<file path="src/rtl/qpu_exu_evt_tq_if.sv">
// Push handshake between the QIU write-back stage and the event timing queue.
interface qpu_exu_evt_tq_if #(
    parameter int EDATA_W = 48,
    parameter int OPR_W   = 9,
    parameter int TIME_W  = 32
);
    logic               tq_i_valid;
    logic               tq_i_ready;
    logic [EDATA_W-1:0] tq_i_edata;
    logic [OPR_W-1:0]   tq_i_oprand;
    logic [TIME_W-1:0]  tq_i_tdata;

    modport master (
        output tq_i_valid,
        output tq_i_edata,
        output tq_i_oprand,
        output tq_i_tdata,
        input  tq_i_ready
    );

    modport slave (
        input  tq_i_valid,
        input  tq_i_edata,
        input  tq_i_oprand,
        input  tq_i_tdata,
        output tq_i_ready
    );
endinterface

</file>
<file path="src/rtl/qpu_exu_evt_tq.sv">
// Event timing queue: buffers timestamped events and fires each one
// when the local timeline reaches its timestamp, flagging late events.
module qpu_exu_evt_tq #(
    parameter int EDATA_W = 48,
    parameter int OPR_W   = 9,
    parameter int TIME_W  = 32,
    parameter int DEPTH   = 8
) (
    input  logic                       clk,
    input  logic                       rst_n,
    qpu_exu_evt_tq_if.slave            tq_i,
    input  logic                       tq_start,
    input  logic                       tq_stop,
    input  logic                       tq_flush,
    output logic                       tq_o_evt_valid,
    output logic [EDATA_W-1:0]         tq_o_evt_edata,
    output logic [OPR_W-1:0]           tq_o_evt_oprand,
    output logic                       tq_o_late,
    output logic                       tq_o_late_sticky,
    output logic [TIME_W-1:0]          tq_o_timer,
    output logic [$clog2(DEPTH):0]     tq_o_count
);
    localparam int AW = $clog2(DEPTH);
    localparam int CW = AW + 1;

    typedef enum logic {IDLE, RUN} state_t;

    state_t             state;
    logic [AW-1:0]      wptr;
    logic [AW-1:0]      rptr;
    logic [TIME_W-1:0]  mem_t [DEPTH];
    logic [OPR_W-1:0]   mem_o [DEPTH];
    logic [EDATA_W-1:0] mem_e [DEPTH];

    logic               push;
    logic               fire;
    logic               late;
    logic [TIME_W-1:0]  diff;

    assign tq_i.tq_i_ready = (tq_o_count != CW'(DEPTH)) & ~tq_flush;
    assign push = tq_i.tq_i_valid & tq_i.tq_i_ready;

    // Modular distance to the head timestamp; MSB set means already passed.
    assign diff = mem_t[rptr] - tq_o_timer;
    assign fire = (state == RUN) & (tq_o_count != '0) & ~tq_flush
                & ((diff == '0) | diff[TIME_W-1]);
    assign late = fire & diff[TIME_W-1];

    always_ff @(posedge clk) begin
        if (push) begin
            mem_t[wptr] <= tq_i.tq_i_tdata;
            mem_o[wptr] <= tq_i.tq_i_oprand;
            mem_e[wptr] <= tq_i.tq_i_edata;
        end
    end

    always_ff @(posedge clk) begin
        if (!rst_n) begin
            state            <= IDLE;
            tq_o_timer       <= '0;
            wptr             <= '0;
            rptr             <= '0;
            tq_o_count       <= '0;
            tq_o_evt_valid   <= 1'b0;
            tq_o_evt_edata   <= '0;
            tq_o_evt_oprand  <= '0;
            tq_o_late        <= 1'b0;
            tq_o_late_sticky <= 1'b0;
        end else begin
            unique case (state)
                IDLE: if (tq_start && !tq_stop) state <= RUN;
                RUN: begin
                    tq_o_timer <= tq_o_timer + 1'b1;
                    if (tq_stop) state <= IDLE;
                end
                default: state <= IDLE;
            endcase

            tq_o_evt_valid <= fire;
            tq_o_late      <= late;
            if (fire) begin
                tq_o_evt_edata  <= mem_e[rptr];
                tq_o_evt_oprand <= mem_o[rptr];
            end

            if (tq_flush) begin
                wptr             <= '0;
                rptr             <= '0;
                tq_o_count       <= '0;
                tq_o_late_sticky <= 1'b0;
            end else begin
                if (push) wptr <= wptr + 1'b1;
                if (fire) rptr <= rptr + 1'b1;
                if (late) tq_o_late_sticky <= 1'b1;
                unique case ({push, fire})
                    2'b10:   tq_o_count <= tq_o_count + 1'b1;
                    2'b01:   tq_o_count <= tq_o_count - 1'b1;
                    default: tq_o_count <= tq_o_count;
                endcase
            end
        end
    end
endmodule

</file>
<file path="src/flat_wrapper.sv">
// flat-port wrapper written by rule: the top's interface ports become plain ports
module qpu_exu_evt_tq_flat 
#(
    parameter int EDATA_W = 48,
    parameter int OPR_W   = 9,
    parameter int TIME_W  = 32,
    parameter int DEPTH   = 8
)
  (clk, rst_n, tq_start, tq_stop, tq_flush, tq_o_evt_valid, tq_o_evt_edata, tq_o_evt_oprand, tq_o_late, tq_o_late_sticky, tq_o_timer, tq_o_count, tq_i_tq_i_valid, tq_i_tq_i_edata, tq_i_tq_i_oprand, tq_i_tq_i_tdata, tq_i_tq_i_ready);
  qpu_exu_evt_tq_if #(.EDATA_W(EDATA_W), .OPR_W(OPR_W), .TIME_W(TIME_W)) tq_i_i ();
  input  logic clk;
  input  logic rst_n;
  input  logic tq_start;
  input  logic tq_stop;
  input  logic tq_flush;
  output logic tq_o_evt_valid;
  output logic [EDATA_W-1:0] tq_o_evt_edata;
  output logic [OPR_W-1:0] tq_o_evt_oprand;
  output logic tq_o_late;
  output logic tq_o_late_sticky;
  output logic [TIME_W-1:0] tq_o_timer;
  output logic [$clog2(DEPTH):0] tq_o_count;
  input wire logic [$bits(tq_i_i.tq_i_valid)-1:0] tq_i_tq_i_valid;
  input wire logic [$bits(tq_i_i.tq_i_edata)-1:0] tq_i_tq_i_edata;
  input wire logic [$bits(tq_i_i.tq_i_oprand)-1:0] tq_i_tq_i_oprand;
  input wire logic [$bits(tq_i_i.tq_i_tdata)-1:0] tq_i_tq_i_tdata;
  output wire logic [$bits(tq_i_i.tq_i_ready)-1:0] tq_i_tq_i_ready;
  assign tq_i_i.tq_i_valid = tq_i_tq_i_valid;
  assign tq_i_i.tq_i_edata = tq_i_tq_i_edata;
  assign tq_i_i.tq_i_oprand = tq_i_tq_i_oprand;
  assign tq_i_i.tq_i_tdata = tq_i_tq_i_tdata;
  assign tq_i_tq_i_ready = tq_i_i.tq_i_ready;
  qpu_exu_evt_tq #(.EDATA_W(EDATA_W), .OPR_W(OPR_W), .TIME_W(TIME_W), .DEPTH(DEPTH)) u_core (.clk(clk), .rst_n(rst_n), .tq_i(tq_i_i), .tq_start(tq_start), .tq_stop(tq_stop), .tq_flush(tq_flush), .tq_o_evt_valid(tq_o_evt_valid), .tq_o_evt_edata(tq_o_evt_edata), .tq_o_evt_oprand(tq_o_evt_oprand), .tq_o_late(tq_o_late), .tq_o_late_sticky(tq_o_late_sticky), .tq_o_timer(tq_o_timer), .tq_o_count(tq_o_count));
endmodule
</file>
<file path="config.mk">
export PLATFORM = sky130hd
export DESIGN_NAME = qpu_exu_evt_tq_flat
export DESIGN_NICKNAME = d
export VERILOG_FILES = /design/src/rtl/qpu_exu_evt_tq_if.sv /design/src/rtl/qpu_exu_evt_tq.sv /design/src/flat_wrapper.sv
export SDC_FILE = /design/constraint.sdc
export NUM_CORES = 1
export LEC_CHECK = 0
export CAP_MARGIN = 20
export CELL_PAD_IN_SITES_DETAIL_PLACEMENT = 2
export CELL_PAD_IN_SITES_GLOBAL_PLACEMENT = 2
export CORE_MARGIN = 2
export CORE_UTILIZATION = 40
export DETAILED_ROUTE_END_ITERATION = 6
export PLACE_DENSITY = 0.82
export RECOVER_POWER = 100
export SYNTH_ARGS = -nofsm -noshare
export SYNTH_HDL_FRONTEND = slang
export SYNTH_SLANG_ARGS = --single-unit
</file>
<file path="constraint.sdc">
create_clock -name clk -period 20.5 [get_ports clk]
set_clock_uncertainty 0.2 [all_clocks]
set_input_delay 4.1 -clock clk [delete_from_list [all_inputs] [get_ports clk]]
set_output_delay 4.1 -clock clk [all_outputs]
set_load 0.005 [all_outputs]
</file>
==> metrics.cfg <==
[global_routing]
busiest_layer = met2
grt_pass1_wl_um = 165000
grt.total_usage_pct = 24.6
antenna_found_initial = 25
grt_use_met3_pct = 3.48
grt_use_met1_pct = 30.4
grt_overflow_total = 0
grt_pass1_vias = 24300
grt_max_degree = 118
use_met2_pct = 44.6

[synth]
ys.warnings.count = 0
synth.top_cell.area_share_pct = 61.4
synthArstFlopShare_pct = 0
ys_top_cells_by_area = edfxtp_1, mux4_2, dfxtp_1
synth-seq-area-share_pct = 67.5
yosysTopAreaCell = edfxtp_1
syn_inst = 2237
syn_nets = 2371
ys_types = 63
ys_ff_latch = 818
synth_area_mm2 = 0.0348
avgSynthCellArea_um2 = 15.6
synthFlopType = edfxtp_1
synth_edf_count = 712

[layout]
area_delta_synth_final_pct = 17.3
final_area_mm2 = 0.0409
nets = 2535
fin_util_pct = 47.3
layout-drive-gt1-share_pct = 17.5

[placement]
place.gp.congestion = 0.815
io_buffers = 191
post_dp_cell_area_mm2 = 0.0380
dp_hpwl_um = 65300

[critical_path]
required_ns = 20.86
worstPathArrival_ns = 13.83
end_kind = flop
worstSetupPathType = flop to flop
critPathMaxFanout = 65
cp-start-kind = flop

[floorplan]
die_w_um = 299
start_util_pct = 40.3
dieHeight_um = 299
pin_count = 192
core_mm2 = 0.0865
rows = 108
fp.dieArea_mm2 = 0.0895

[clock_network]
post_cts_resized = 0
htreeDepth = 3
cts_buffer_depth = 3
cts_setup_buffers = 0
clk_pin_slew_ns = 0.06
cts_tree = yes
cts_buffers = 87
clock_latency_ns = 0.66
cts-root-buf = clkbuf_16
cts_hold_buf = 0
cts.sinks = 818

[drt]
drt-total-wl_um = 111000
drc = 0
routedWlPerCell_um = 30.4
ant_nets = 0
drt_iter0_markers = 1844
viasPerCell = 5.99
vias = 21800
dr.pass1.iters = 7

[timing]
worst_pin_slew_ns = 4.62
fmax_mhz = 74.3
slew_violations = 1078
finalCritPeriodShare_pct = 65.7
fin_crit_ns = 13.46
relSlewSlack_pct = -208
rsz0062_at_grt = false
tns_ns = 0
hold_viol_final = 0
finalSetupViolCount = 0

[min_path]
holdCritPathClass = flop to flop

[status]
status = complete, but fails checks
violations = max-capacitance violations, max-slew violations

[pwr]
powerDensity_mw_per_mm2 = 88.1
max-vdd-ir-drop_v = 0.0000856
power.leakage_nw = 13.2

[flow_run]
maxCapViolations = 30

-- per-stage QoR --
step / total power [mW] / std cells / hold WS, ns / setup WS, ns
final: 3.60 / 3637 / 0.351 / 7.04
after detailed placement: 1.99 / 3464 / 0.323 / 10.60
after CTS: 3.63 / 3625 / 0.353 / 10.59
after global routing: 3.69 / 3631 / 0.384 / 6.40
after floorplan: 1.92 / 2237 / 0.262 / 9.01
after global placement: 1.98 / 3463 / 0.281 / 10.58
-- worst max-delay path: stages (launching register included) --
cell and delay [ns]:
dfxtp_4 0.81, buf_4 0.65, mux4_2 0.59, mux2_1 0.36, ha_1 0.53, nand4_1 0.29, o221a_2 0.36, or2_2 0.30
a31oi_1 0.55, or4_2 0.26, clkbuf_1 2.59, nand3_1 0.36, clkbuf_1 1.50, and3b_2 0.60, clkbuf_1 2.49, a22oi_1 0.54
nand3_1 0.27
-- metal layers --
layer | vias to the layer above | routed length, µm
met3 | 226 | 5520
met1 | 11600 | 43600
li1 | 9183 | -
met4 | 10 | 3140
met2 | 724 | 58300
met5 | - | 66
-- placed cells by master (no fill, tap or decap), types with 44 or more instances in the layout --
cell and n:
a31oi_1 123, nand3_1 81, or4_1 60, clkbuf_16 88
inv_1 45, o21ai_0 78, mux4_2 178, dlygate4sd3_1 187
a21oi_1 45, nand2_1 173, nor2_1 131, dfxtp_1 101
clkbuf_1 44, mux2_2 86, edfxtp_1 712
-- path summary, 6_finish.rpt --
path	startpoint	to	slack [ns]	depth (start not counted)
max reg2reg	flop	flop	7.04	16
max	flop	flop	7.04	16
min reg2reg	u_core.tq_o_evt_edata[35]	u_core.tq_o_evt_edata[35]	0.35	2
min	u_core.tq_o_evt_edata[35]	u_core.tq_o_evt_edata[35]	0.35	2
-- cells in the mapped netlist (3+ instances only) --
master / instances
edfxtp_1: 712
mux4_2: 178
nand2_1: 173
nor2_1: 131
a31oi_1: 124
clkbuf_1: 122
dfxtp_1: 106
mux2_2: 87
nand3_1: 81
o21ai_0: 78
or4_1: 61
a21oi_1: 45
inv_1: 45
ha_1: 37
xnor2_1: 37
nor3_1: 27
nand4_1: 22
buf_1: 18
or3_1: 13
nand2b_1: 11
o21a_1: 11
nor2b_1: 10
buf_2: 9
buf_6: 7
mux2i_1: 7
xor2_1: 7
a211oi_1: 5
nor4_1: 5
o21ai_1: 5
a21o_1: 4
and3_1: 4
o2111ai_1: 4
o21bai_1: 4
a22oi_1: 3
nor3b_1: 3
o211ai_1: 3
o22ai_1: 3
-- where the power goes --
part	internal, mW	switching (mW)	leakage [nW]
clock	0.952	0.693	1.44
combinational	0.0437	0.0863	4.44
sequential	1.82	0.00536	7.29
-- kinds of logic (layout without fill, tap and decap cells) --
family	after synthesis	in the layout	share of synthesized area [%]
compound gates	303	303	5.29
xor+xnor	44	44	1.11
buf+inv	202	438	2.36
fa+ha+maj	39	39	1.44
other cells	0	9	0
flops	818	818	67.5
simple gates	559	559	7.83
mux	272	272	14.5
-- final cells by class --
type                       instances  area (µm²)
sequential                       818       23500
timing repair buffer             231        2180
fill                            8055       45600
clock inverter                    42         549
antenna                            9        22.5
tap                             1155        1450
multi-input combinational       1217       10600
clock buffer                     119        2430
inverter                          46         173
-- sequential cells by signal, summed over array words and instances, names as in the netlist, 3 cells and up, named ones only --
register	flops
u_core.mem_e	384
u_core.mem_o	72
u_core.mem_t	256
u_core.rptr	3
u_core.tq_o_count	4
u_core.tq_o_evt_edata	48
u_core.tq_o_evt_oprand	9
u_core.tq_o_timer	32
u_core.wptr	3
Power figures use the tool's default switching activity.
